**config.mk**
```make
export PLATFORM = sky130hd
export DESIGN_NAME = hazard_scoreboard
export DESIGN_NICKNAME = d
export VERILOG_FILES = /design/src/rtl/hazard_scoreboard_pkg.sv /design/src/rtl/hazard_scoreboard_sb_entry.sv /design/src/rtl/hazard_scoreboard.sv
export SDC_FILE = /design/constraint.sdc
export NUM_CORES = 1
export LEC_CHECK = 0
export CAP_MARGIN = 5
export CORE_ASPECT_RATIO = 1.2
export CORE_MARGIN = 10
export CORE_UTILIZATION = 27
export CTS_CLUSTER_SIZE = 28
export DETAILED_ROUTE_END_ITERATION = 8
export GPL_TIMING_DRIVEN = 1
export PLACE_DENSITY = 0.54
export SYNTH_ARGS = -nofsm -noshare
export SYNTH_HDL_FRONTEND = slang
export SYNTH_HIERARCHICAL = 1
export SYNTH_SLANG_ARGS = --single-unit
```
**constraint.sdc**
```tcl
create_clock -name clk -period 4.4 [get_ports clk]
set_input_delay 0.88 -clock clk [delete_from_list [all_inputs] [get_ports clk]]
set_output_delay 0.88 -clock clk [all_outputs]
set_load 0.02 [all_outputs]
```
**src/rtl/hazard_scoreboard_pkg.sv**
```systemverilog
// Shared types and helpers for the ID-stage hazard scoreboard.
//   lat_class_e : latency class carried by an instruction in IF/ID
//   lat_of()    : scoreboard load value for a latency class
package hazard_pkg;

    typedef enum logic [1:0] {
        LC_ALU  = 2'd0,
        LC_LOAD = 2'd1,
        LC_MUL  = 2'd2,
        LC_RSVD = 2'd3
    } lat_class_e;

    // Cycles a consumer placed directly behind an instruction of this class
    // must wait. The reserved encoding behaves like an ALU op.
    function automatic int unsigned lat_of(input lat_class_e cls,
                                           input int unsigned load_lat,
                                           input int unsigned mul_lat);
        case (cls)
            LC_LOAD: lat_of = load_lat;
            LC_MUL:  lat_of = mul_lat;
            default: lat_of = 0;
        endcase
    endfunction

endpackage

```
**src/rtl/hazard_scoreboard_sb_entry.sv**
```systemverilog
// One scoreboard slot: a down-counter holding the number of cycles until the
// pending write to its register can be consumed.
//   clk, rst : clock, synchronous active-high reset
//   set      : load set_val (takes priority over the decrement)
//   set_val  : latency to load
//   busy     : current count, nonzero while the write is pending
module hazard_sb_entry #(
    parameter int CW = 2
) (
    input  logic          clk,
    input  logic          rst,
    input  logic          set,
    input  logic [CW-1:0] set_val,
    output logic [CW-1:0] busy
);

    always_ff @(posedge clk) begin
        if (rst) begin
            busy <= '0;
        end else if (set) begin
            busy <= set_val;
        end else if (busy != '0) begin
            busy <= busy - CW'(1);
        end
    end

endmodule

```
**src/rtl/hazard_scoreboard.sv**
```systemverilog
// ID-stage hazard unit. Tracks pending register writes from loads and
// multi-cycle multiplies, stalls RAW/WAW/structural hazards, gives a taken
// branch in EX priority over any stall, and counts stall cycles.
//   clk, rst           : clock, synchronous active-high reset
//   id_valid .. id_lat_class : decoded instruction in IF/ID
//   ex_branch_taken    : taken branch/jump resolved in EX
//   stall              : hold PC and IF/ID, bubble ID/EX
//   pc_we, if_id_we    : PC and IF/ID write enables
//   if_id_flush        : clear IF/ID to NOP
//   id_ex_bubble       : insert NOP into ID/EX
//   stall_cnt          : saturating count of stall cycles since reset
module hazard_scoreboard
    import hazard_pkg::*;
#(
    parameter int NREG          = 32,
    parameter int LOAD_LAT      = 1,
    parameter int MUL_LAT       = 3,
    parameter int MUL_PIPELINED = 0,
    parameter int STALL_CNT_W   = 16,
    localparam int AW           = $clog2(NREG)
) (
    input  logic                   clk,
    input  logic                   rst,
    input  logic                   id_valid,
    input  logic [AW-1:0]          id_rs1,
    input  logic [AW-1:0]          id_rs2,
    input  logic                   id_rs1_used,
    input  logic                   id_rs2_used,
    input  logic [AW-1:0]          id_rd,
    input  logic                   id_reg_write,
    input  logic [1:0]             id_lat_class,
    input  logic                   ex_branch_taken,
    output logic                   stall,
    output logic                   pc_we,
    output logic                   if_id_we,
    output logic                   if_id_flush,
    output logic                   id_ex_bubble,
    output logic [STALL_CNT_W-1:0] stall_cnt
);

    localparam int MAXL = (LOAD_LAT > MUL_LAT) ? LOAD_LAT : MUL_LAT;
    localparam int CW   = (MAXL < 1) ? 1 : $clog2(MAXL + 1);
    localparam logic [CW-1:0] MUL_BUSY_INIT = CW'(MUL_LAT - 1);

    lat_class_e    cls;
    logic [CW-1:0] lat_id;
    logic [CW-1:0] cnt [NREG];
    logic [CW-1:0] mul_busy;
    logic          raw, waw, struct_haz, hazard, issue;

    assign cls    = lat_class_e'(id_lat_class);
    assign lat_id = CW'(lat_of(cls, LOAD_LAT, MUL_LAT));

    // x0 is hardwired, so its slot never holds a pending write.
    assign cnt[0] = '0;

    for (genvar r = 1; r < NREG; r++) begin : g_sb
        logic set_r;
        assign set_r = issue && id_reg_write && (id_rd == AW'(r));
        hazard_sb_entry #(.CW(CW)) u_entry (
            .clk     (clk),
            .rst     (rst),
            .set     (set_r),
            .set_val (lat_id),
            .busy    (cnt[r])
        );
    end

    assign raw = id_valid &&
                 ((id_rs1_used && (id_rs1 != '0) && (cnt[id_rs1] != '0)) ||
                  (id_rs2_used && (id_rs2 != '0) && (cnt[id_rs2] != '0)));

    // A younger write may not land before an older pending write to the same
    // register; equal or shorter remaining time is safe.
    assign waw = id_valid && id_reg_write && (id_rd != '0) && (cnt[id_rd] > lat_id);

    assign struct_haz = id_valid && (cls == LC_MUL) && (MUL_PIPELINED == 0) &&
                        (mul_busy != '0);

    assign hazard = raw || waw || struct_haz;

    // Reset outranks the branch flush, which outranks a stall.
    always_comb begin
        stall        = 1'b0;
        pc_we        = 1'b1;
        if_id_we     = 1'b1;
        if_id_flush  = 1'b0;
        id_ex_bubble = 1'b0;
        if (rst || ex_branch_taken) begin
            if_id_flush  = 1'b1;
            id_ex_bubble = 1'b1;
        end else if (hazard) begin
            stall        = 1'b1;
            pc_we        = 1'b0;
            if_id_we     = 1'b0;
            id_ex_bubble = 1'b1;
        end
    end

    assign issue = id_valid && !stall && !ex_branch_taken && !rst;

    always_ff @(posedge clk) begin
        if (rst) begin
            mul_busy <= '0;
        end else if (issue && (cls == LC_MUL)) begin
            mul_busy <= MUL_BUSY_INIT;
        end else if (mul_busy != '0) begin
            mul_busy <= mul_busy - CW'(1);
        end
    end

    always_ff @(posedge clk) begin
        if (rst) begin
            stall_cnt <= '0;
        end else if (stall && (stall_cnt != '1)) begin
            stall_cnt <= stall_cnt + STALL_CNT_W'(1);
        end
    end

endmodule

```
After elaboration in Yosys (flattened, before gate mapping)
Cells that the tools add are included.

Register bits after elaboration: 80. Bits in latches: 0. Bits in writable memories: 0. Bits in read-only memories: 0. Logic and storage cells: 312. Memories: 0.

Add/sub/neg operators: 33. Multipliers: 0. Div/mod/pow operators: 0. Order comparisons: 4. Equal/unequal tests: 34. Shifts and indexed selects: 0. Mux-type cells: 80. Bitwise operators: 3. Reduce and logical (&&, ||, !) cells: 124.

Operators with widths (number): $mux W2 (70); $reduce_bool A2 Y1 (66); $eq A5 B5 Y1 const B (16); $sub A2 B1 Y2 const B (32); $logic_and A1 B1 Y1 (47); $eq A5 B4 Y1 const B (8); $bmux W2 S5 (3); $eq A5 B3 Y1 const B (4); $ge A6 B6 Y1 const B (3); $not A5 Y6 (3); $add A16 B1 Y16 const B (1); $ne A16 B16 Y1 const B (1); $reduce_bool A5 Y1 (3); $eq A5 B2 Y1 const B (2); $mux W1 (6); $eq A5 B1 Y1 const B (1); $logic_or A1 B1 Y1 (4); $pmux W2 S2 (1); $logic_not A1 Y1 (3); $eq A2 B1 Y1 const B (1); $eq A2 B2 Y1 const B (1); $gt A2 B2 Y1 (1); $reduce_or A2 Y1 (1).

Depth between registers and ports, before layout
Gate-level depths: netlist of run 1.

Word-level depth: 19. Mapped depth: 16.

Modules after synthesis
Netlist of run 1, hierarchy kept.

Modules (own cells, without submodules): hazard_sb_entry (times used 31, cells each 12, area an instance 121.4 sq um, seq. area each 40.0 sq um); hazard_scoreboard (times used 1, cells each 293, area an instance 2457.4 sq um, seq. area each 360.3 sq um).

Worst setup path after synthesis of run 1
OpenSTA, ideal clock, no wires.

Kind: input to output. From: input id_rd[0]. To: output pc_we. Data arrival time: 4065 ps. Slack: -545 ps. Stages on the path: 11. Buffers on the path: 3. Cell sequence: clkbuf_1 -> buf_2 -> mux4_2 -> mux4_2 -> mux2_2 -> ha_1 -> nor2b_1 -> o2111ai_1 -> o21ai_1 -> o21bai_1 -> buf_4.

Cells in the longest elaborated chain, start to end: 10. Elaborated cells between the ends (all ways): 12. Those cells by class: 1 x order compare; 5 x mux; 1 x bitwise; 5 x reduce/logical.

RTL lines: start, declared (RTL line hazard_scoreboard.sv:29) `input logic [AW-1:0] id_rd,`; $not A5 Y6 (implied by the code) (RTL line hazard_scoreboard.sv:75) `assign waw = id_valid && id_reg_write && (id_rd != '0) && (cnt[id_rd] > lat_id);`; $bmux W2 S5 (RTL line hazard_scoreboard.sv:75); $mux W2 (implied by the code) (2 in a row) (RTL line hazard_scoreboard.sv:75); $gt A2 B2 Y1 (RTL line hazard_scoreboard.sv:75); $logic_and A1 B1 Y1 * (RTL line hazard_scoreboard.sv:75); $logic_or A1 B1 Y1 * (2 in a row) (RTL line hazard_scoreboard.sv:80) `assign hazard = raw || waw || struct_haz;`; $mux W1 * (2 in a row); end, declared (RTL line hazard_scoreboard.sv:34) `output logic pc_we,`.

Every way passes the cells marked *; elsewhere a longest branch is shown, timed or not. The select of a mux whose other input is x is not followed.

Worst setup path in the final report of run 1
From: input id_rd[0]. To: output pc_we.

Cells in the longest elaborated chain, start to end: 10. Elaborated cells between the ends (all ways): 12. Those cells by class: 1 x order compare; 5 x mux; 1 x bitwise; 5 x reduce/logical.

RTL lines: $not A5 Y6 (implied by the code) (RTL line hazard_scoreboard.sv:75); $bmux W2 S5 (RTL line hazard_scoreboard.sv:75); $mux W2 (implied by the code) (2 in a row) (RTL line hazard_scoreboard.sv:75); $gt A2 B2 Y1 (RTL line hazard_scoreboard.sv:75); $logic_and A1 B1 Y1 * (RTL line hazard_scoreboard.sv:75); $logic_or A1 B1 Y1 * (2 in a row) (RTL line hazard_scoreboard.sv:80); $mux W1 * (RTL line hazard_scoreboard.sv:92) `end else if (hazard) begin`; $mux W1 * (RTL line hazard_scoreboard.sv:89) `if (rst || ex_branch_taken) begin`.

Marks and branches as above.

==> results of run 1 <==
## cells in the final DEF, fill, tap and decap left out, types with 9 or more instances in the layout
| master | n |
|---|---|
| sky130_fd_sc_hd__o31ai_1 | 37 |
| sky130_fd_sc_hd__inv_1 | 71 |
| sky130_fd_sc_hd__buf_4 | 64 |
| sky130_fd_sc_hd__clkbuf_16 | 9 |
| sky130_fd_sc_hd__nand3b_1 | 65 |
| sky130_fd_sc_hd__ha_1 | 35 |
| sky130_fd_sc_hd__nand3_1 | 11 |
| sky130_fd_sc_hd__clkdlybuf4s50_1 | 36 |
| sky130_fd_sc_hd__mux4_2 | 26 |
| sky130_fd_sc_hd__dfxtp_1 | 80 |
| sky130_fd_sc_hd__nor2b_1 | 35 |
| sky130_fd_sc_hd__a21oi_1 | 15 |
| sky130_fd_sc_hd__o41ai_2 | 31 |
| sky130_fd_sc_hd__nand2_1 | 17 |
| sky130_fd_sc_hd__xor2_1 | 32 |
| sky130_fd_sc_hd__nor3_1 | 36 |
| sky130_fd_sc_hd__and2b_1 | 31 |
| sky130_fd_sc_hd__nor2_1 | 42 |
## layout make-up
| type | count | area [um2] |
|---|---|---|
| clock buffer | 11 | 233 |
| clock inverter | 4 | 70.1 |
| inverter | 73 | 274 |
| tap | 279 | 349 |
| multi-input combinational | 489 | 4290 |
| fill | 2317 | 14700 |
| timing repair buffer | 113 | 1000 |
| sequential | 80 | 1600 |
## layer usage
layer / track usage / wire (um)
met1: 0.155 / 8020
met2: 0.197 / 8170
met3: 0.0221 / 987
met4: 0.0453 / 339
met5: 0 / 0
## what timing repair did
item / CTS / global route
setup endpoints to repair: 67 / 4
cloned: 1 / 1
resized for setup: 37 / 8
setup buffers: 1 / 0
pin swaps: 3 / 3
## kinds of logic after synthesis
group / after synthesis / share of synthesized area
simple gates: 267 / 0.258
flops: 80 / 0.257
mux: 39 / 0.129
buf+inv: 96 / 0.0618
compound gates: 114 / 0.174
xor+xnor: 33 / 0.0465
fa+ha+maj: 36 / 0.0724
## path summary, 6_finish.rpt
check             depth (start not counted)  slack (ns)                               endpoint                             startpoint
hold reg to reg                           1        0.46               mul_busy[0]$_SDFFE_PP0N_               mul_busy[0]$_SDFFE_PP0N_
hold / removal                            1        0.46               mul_busy[0]$_SDFFE_PP0N_               mul_busy[0]$_SDFFE_PP0N_
setup / recovery                         11        0.07                                  pc_we                               id_rd[0]
setup reg to reg                         15        0.66  g_sb[14].u_entry/busy[1]$_SDFFE_PP0P_  g_sb[11].u_entry/busy[1]$_SDFFE_PP0P_
## registers in the layout, summed over array words and instances (netlist names)
name               cells
g_sb.u_entry/busy     62
mul_busy               2
stall_cnt             16
## through the flow
step	worst slack, ns	total power [uW]
6_report	0.0742	3800
5_1_grt	-0.00592	4130
4_1_cts	-0.00300	3840
3_5_place_dp	-0.894	3000
3_3_place_gp	-0.858	2950
2_1_floorplan	-0.0121	2540
## report_power, final
group	internal, uW	switching [uW]
clock network	492	304
logic	963	802
registers	951	290
## critical path: stages
cell and delay (ns):
sky130_fd_sc_hd__buf_6 0.11, sky130_fd_sc_hd__buf_12 0.13, sky130_fd_sc_hd__mux4_2 0.50, sky130_fd_sc_hd__mux4_2 0.48, sky130_fd_sc_hd__mux2_4 0.30, sky130_fd_sc_hd__ha_4 0.27, sky130_fd_sc_hd__nor2b_4 0.13, sky130_fd_sc_hd__o2111ai_2 0.13
sky130_fd_sc_hd__o21ai_4 0.23, sky130_fd_sc_hd__o21bai_4 0.09, sky130_fd_sc_hd__buf_2 0.18
==> impl_summary.log, run 1 <==
INFO  metric insertedDiodeCount = 0
INFO  metric worst_setup_path_start_kind = input pin
INFO  metric design.die.area = slightly below 30000 um2
INFO  metric grt_first_pass_wirelength = 28000 um
INFO  metric dpl.hpwl = 12900 um
INFO  metric relSlewSlack = 0.426
INFO  metric yosys-top-cells-count = sky130_fd_sc_hd__dfxtp_1, sky130_fd_sc_hd__inv_1, sky130_fd_sc_hd__nand3b_1, sky130_fd_sc_hd__nor2_1, sky130_fd_sc_hd__o31ai_1
INFO  metric synth_cell_type_count = 55
INFO  metric area_delta_synth_final = 25.7%
INFO  metric required = 3.52 ns
INFO  metric async_reset_ff_frac = 0
INFO  metric run_status = complete, no violations
INFO  metric synth_largest_type_area_fraction = 0.257
INFO  metric critical_path_peak_fanout = 6
INFO  metric place.port_buffers = 44
INFO  metric ant_nets = 0
INFO  metric fin_area = ~7800 um2
INFO  metric p_per_area = 486 nW/um2
INFO  metric fp.coreArea = between 20000 and 25000 um2
INFO  metric synth_edf_count = 0
INFO  metric syn_nets = 725
INFO  metric hold_path_class = flop to flop
INFO  metric routed_wire_length_per_instance = 16.7 um
INFO  metric fmax = 231 MHz
INFO  metric viasPerCell = roughly 5
INFO  metric peak_vdd_ir = roughly 0.00016 V
INFO  metric worstSetupEndpointType = output pin
INFO  metric routed-via-count = ~5400
INFO  metric floorplan.initialDensity = 0.276
INFO  metric ctsHtreeMaxLevel = 3
INFO  metric post-synth-top-count-cell = sky130_fd_sc_hd__dfxtp_1
INFO  metric final.setup.tns = 0 ns
INFO  metric place_inst = 1031
INFO  metric rows = 60
INFO  metric sink_count_of_the_clock_tree = 80
INFO  metric worst-slew-pin-transition = 0.861 ns
INFO  metric grt_antenna_before_repair = 0
INFO  metric netlist.top_cell.by_area = sky130_fd_sc_hd__dfxtp_1
INFO  metric clock_path_buffers = 2
INFO  metric pin_count_of_the_biggest_net_entering_global_routing = 89
INFO  metric setup_repair_after_global_routing_missed_its_margin = true
INFO  metric place.gp.congestion = 0.839
INFO  metric firstDrtPassIters = 4
INFO  metric cts_made_buffers = 9
INFO  metric netlist_area = 6220 um2
INFO  metric layout_min_cycle_time = 4.33 ns
INFO  metric finalCritPeriodShare = 0.983
INFO  metric track_usage = 0.121
INFO  metric clock_skew = 0.00777 ns
INFO  metric design.final.nets = 826
INFO  metric finalSetupViolations = 0
INFO  metric clock_transition_time_at_the_flip_flop_clock_pins_of_the_worst_setup_and_hold_paths = 0.06 ns
INFO  metric cts.hold.buffers_added = 0
INFO  metric top_post_synthesis_cells_by_area = sky130_fd_sc_hd__dfxtp_1, sky130_fd_sc_hd__mux4_2, sky130_fd_sc_hd__o41ai_2, sky130_fd_sc_hd__nand3b_1, sky130_fd_sc_hd__ha_1
INFO  metric cellLeakagePower = 0.00303 uW
INFO  metric gr-total-overflow = 0
INFO  metric cp.arrival = 3.45 ns
INFO  metric critPathKind = input pin to output pin
INFO  metric vias_in_the_first_global_route = 5203
INFO  metric netlist_instances = 665
INFO  metric max_cap_viol_count = 0
INFO  metric cts-root-buf = sky130_fd_sc_hd__clkbuf_16
INFO  metric finalHoldWorstSlack = 0.464 ns
INFO  metric die_x = 159 um
INFO  metric drt-initial-drc-count = around 280
INFO  metric drive_gt1_frac = 0.214
INFO  metric tritoncts_clock_tree = yes
INFO  metric pin_count = 45
INFO  metric synth_seq_cells = 80
INFO  metric synth_warnings = 6
INFO  metric floorplan.die.height = 186 um
INFO  metric ys_dominant_reg_cell = sky130_fd_sc_hd__dfxtp_1
INFO  metric synth_seq_area_share = 0.257
INFO  metric worstSkewPairLatency = 0.35 ns
INFO  metric endpoints_failing_hold = 0
INFO  metric syn_area_per_cell = 9.35 um2
INFO  metric placed_cell_areas = 7430 um2
INFO  metric layout.core_utilization = 0.347
INFO  metric drt_wl_total = 17500 um
INFO  metric layout.cells.non_filler = 1049
INFO  metric slew_viol_final = 0
INFO  metric remaining_drc_errors = 0
Note: power is estimated with default switching activity, not from simulation.
==> inputs of run 2 (changes only) <==
--- a/config.mk
+++ b/config.mk
@@ -13,6 +13,7 @@
 export DETAILED_ROUTE_END_ITERATION = 8
 export GPL_TIMING_DRIVEN = 1
 export PLACE_DENSITY = 0.54
+export SLEW_MARGIN = 30
 export SYNTH_ARGS = -nofsm -noshare
 export SYNTH_HDL_FRONTEND = slang
 export SYNTH_HIERARCHICAL = 1
==> results of run 2 <==
Final layout, timing and power as in run 1 (identical DEF).
==> inputs of run 3 (changes only) <==
--- a/config.mk
+++ b/config.mk
@@ -12,6 +12,7 @@
 export CTS_CLUSTER_SIZE = 28
 export DETAILED_ROUTE_END_ITERATION = 8
 export GPL_TIMING_DRIVEN = 1
+export MAX_ROUTING_LAYER = met4
 export PLACE_DENSITY = 0.54
 export SLEW_MARGIN = 30
 export SYNTH_ARGS = -nofsm -noshare
==> impl_summary.log, run 3 (synthesis gave the netlist of run 1 again) <==
INFO  metric run_status = complete, no violations (unchanged)
INFO  metric worst-slew-pin-transition = 0.872 ns (was 0.861 ns)
INFO  metric critPathKind = input pin to output pin (unchanged)
INFO  metric clock_path_buffers = 2 (unchanged)
INFO  metric cts_made_buffers = 9 (unchanged)
INFO  metric ctsHtreeMaxLevel = 3 (unchanged)
INFO  metric remaining_drc_errors = 0 (unchanged)
INFO  metric cp_cell_sequence = buf_6 > buf_12 > mux4_2 > mux4_2 > mux2_4 > ha_4 > nor2b_4 > o2111ai_2 > o21ai_4 > o21bai_4 > buf_2 (unchanged)
INFO  metric place.port_buffers = 44 (unchanged)
INFO  metric hold_path_class = flop to flop (unchanged)
INFO  metric endpoints_failing_hold = 0 (unchanged)
INFO  metric vias_in_the_first_global_route = 5210 (was 5203)
INFO  metric insertedDiodeCount = 0 (unchanged)
INFO  metric finalHoldWorstSlack = 0.464 ns (about the same)
INFO  metric worstSkewPairLatency = 0.35 ns (about the same)
INFO  metric max_cap_viol_count = 0 (unchanged)
INFO  metric clock_transition_time_at_the_flip_flop_clock_pins_of_the_worst_setup_and_hold_paths = 0.06 ns (about the same)
INFO  metric peak_vdd_ir = 0.000160 V (about the same)
INFO  metric worstSetupEndpointType = output pin (unchanged)
INFO  metric critPathMaxStageDelay = 0.50 ns (about the same)
INFO  metric routed-via-count = 5386 (was 5359)
INFO  metric rows = 60 (unchanged)
INFO  metric finalCritPeriodShare = 0.983 (about the same)
INFO  metric layout.core_utilization = 0.347 (unchanged)
INFO  metric track_usage = 0.124 (was 0.121)
INFO  metric reg2reg_slack = 0.67 ns (was 0.66 ns)
INFO  metric drive_gt1_frac = 0.214 (unchanged)
INFO  metric drt_wl_total = 17600 um (was 17500 um)
INFO  metric cp_top_family = multiplexers (unchanged)
INFO  metric grt_first_pass_wirelength = 27900 um (was 28000 um)
INFO  metric firstDrtPassIters = 5 (was 4)
INFO  metric critical_path.slowest_cell = sky130_fd_sc_hd__mux4_2 (unchanged)
INFO  metric largest_reg_flops = 62 (unchanged)
INFO  metric routed_wire_length_per_instance = 16.8 um (was 16.7 um)
INFO  metric place.gp.congestion = 0.848 (was 0.839)
INFO  metric cts.hold.buffers_added = 0 (unchanged)
INFO  metric finalSetupViolations = 0 (unchanged)
INFO  metric design.die.area = 29500 um2 (unchanged)
INFO  metric floorplan.die.height = 186 um (unchanged)
INFO  metric p_per_area = 487 nW/um2 (was 486 nW/um2)
INFO  metric setup_repair_after_global_routing_missed_its_margin = true (unchanged)
INFO  metric critical_path_peak_fanout = 6 (unchanged)
INFO  metric sink_count_of_the_clock_tree = 80 (unchanged)
INFO  metric worst_setup_path_start_kind = input pin (unchanged)
INFO  metric cpMostUsedCell = sky130_fd_sc_hd__mux4_2 (unchanged)
INFO  metric floorplan.initialDensity = 0.276 (unchanged)
INFO  metric pin_count = 45 (unchanged)
INFO  metric most-common-layout-cells = sky130_fd_sc_hd__dfxtp_1, sky130_fd_sc_hd__inv_1, sky130_fd_sc_hd__nand3b_1, sky130_fd_sc_hd__buf_4, sky130_fd_sc_hd__nor2_1 (unchanged)
INFO  metric place_inst = 1031 (unchanged)
INFO  metric drt-initial-drc-count = 298 (was 277)
INFO  metric area_delta_synth_final = 25.7% (unchanged)
INFO  metric clock_skew = 0.00903 ns (was 0.00777 ns)
INFO  metric required = 3.52 ns (about the same)
INFO  metric layout_commonest_cell = sky130_fd_sc_hd__dfxtp_1 (unchanged)
INFO  metric fmax = 231 MHz (about the same)
INFO  metric tritoncts_clock_tree = yes (unchanged)
INFO  metric fp.coreArea = 22500 um2 (unchanged)
INFO  metric critical_path_buf_inv_count = 3 (unchanged)
INFO  metric die_x = 159 um (unchanged)
INFO  metric slew_viol_final = 0 (unchanged)
INFO  metric total_power = 3810 uW (was 3800 uW)
INFO  metric final.setup.tns = 0 ns (unchanged)
INFO  metric dpl.hpwl = 12900 um (unchanged)
INFO  metric viasPerCell = 5.13 (was 5.11)
INFO  metric relSlewSlack = 0.418 (was 0.426)
INFO  metric multi_input_comb_area = 4290 um2 (unchanged)
INFO  metric cp.arrival = 3.45 ns (about the same)
INFO  metric final-seq-area = 1600 um2 (unchanged)
INFO  metric layout.cells.non_filler = 1049 (unchanged)
INFO  metric cellLeakagePower = 0.00303 uW (unchanged)
INFO  metric gr-usage-met2 = 0.198 (was 0.197)
INFO  metric grt_antenna_before_repair = 0 (unchanged)
INFO  metric largest-register = g_sb.u_entry/busy (unchanged)
INFO  metric gr-total-overflow = 0 (unchanged)
INFO  metric globalRouteMet1Util = 0.154 (was 0.155)
INFO  metric design.final.nets = 826 (unchanged)
INFO  metric fillerInstances = 2317 (unchanged)
INFO  metric global_route.peak_usage_layer = met2 (unchanged)
INFO  metric top_regs = g_sb.u_entry/busy x62, stall_cnt x16, mul_busy x2 (unchanged)
INFO  metric use_met3 = 0.0211 (was 0.0221)
INFO  metric cts-root-buf = sky130_fd_sc_hd__clkbuf_16 (unchanged)
INFO  metric ant_nets = 0 (unchanged)
INFO  metric pin_count_of_the_biggest_net_entering_global_routing = 89 (unchanged)
INFO  metric layout_min_cycle_time = 4.33 ns (about the same)
==> run 3: cell type report <==
class,count,share of cell area
Multi-Input combinational cell,489,0.549
Inverter,73,0.0350
Clock inverter,4,0.00896
Sequential cell,80,0.205
Tap cell,279,0.0446
Clock buffer,11,0.0298
Timing Repair Buffer,113,0.128
==> run 3: metal layers <==
| layer | vias up | routed length (um) |
|---|---|---|
| li1 | 2655 | - |
| met1 | 2586 | 8040 |
| met2 | 121 | 8260 |
| met3 | 24 | 908 |
| met4 | 0 | 382 |
| met5 | - | 0 |
==> run 3: worst paths after layout <==
kind                                              start                               endpoint  cells past startpoint
setup / recovery                               id_rd[0]                                  pc_we                     11
hold / removal                 mul_busy[0]$_SDFFE_PP0N_               mul_busy[0]$_SDFFE_PP0N_                      1
setup reg to reg  g_sb[11].u_entry/busy[1]$_SDFFE_PP0P_  g_sb[14].u_entry/busy[1]$_SDFFE_PP0P_                     15
hold reg to reg                mul_busy[0]$_SDFFE_PP0N_               mul_busy[0]$_SDFFE_PP0N_                      1
==> run 3: through the flow <==
stage | worst slack, ns | cell area, um2
finish | 0.0730 | 7820
global route | -0.00592 | 7820
CTS | -0.00300 | 7800
detailed placement | -0.894 | 7430
floorplan | -0.0121 | 6250
global placement | -0.858 | 7430
==> run 3: power by group <==
part | switching (uW) | total, uW | internal, uW
clock | 309 | 802 | 493
combinational | 803 | 1770 | 963
sequential | 291 | 1240 | 951
==> run 3: what timing repair did <==
item,4_1_cts,5_1_grt
setup buffers,1,0
endpoints found under the setup margin,67,4
resized for setup,37,8
cloned,1,1
hold endpoints to repair,0,0
pin swaps,3,3
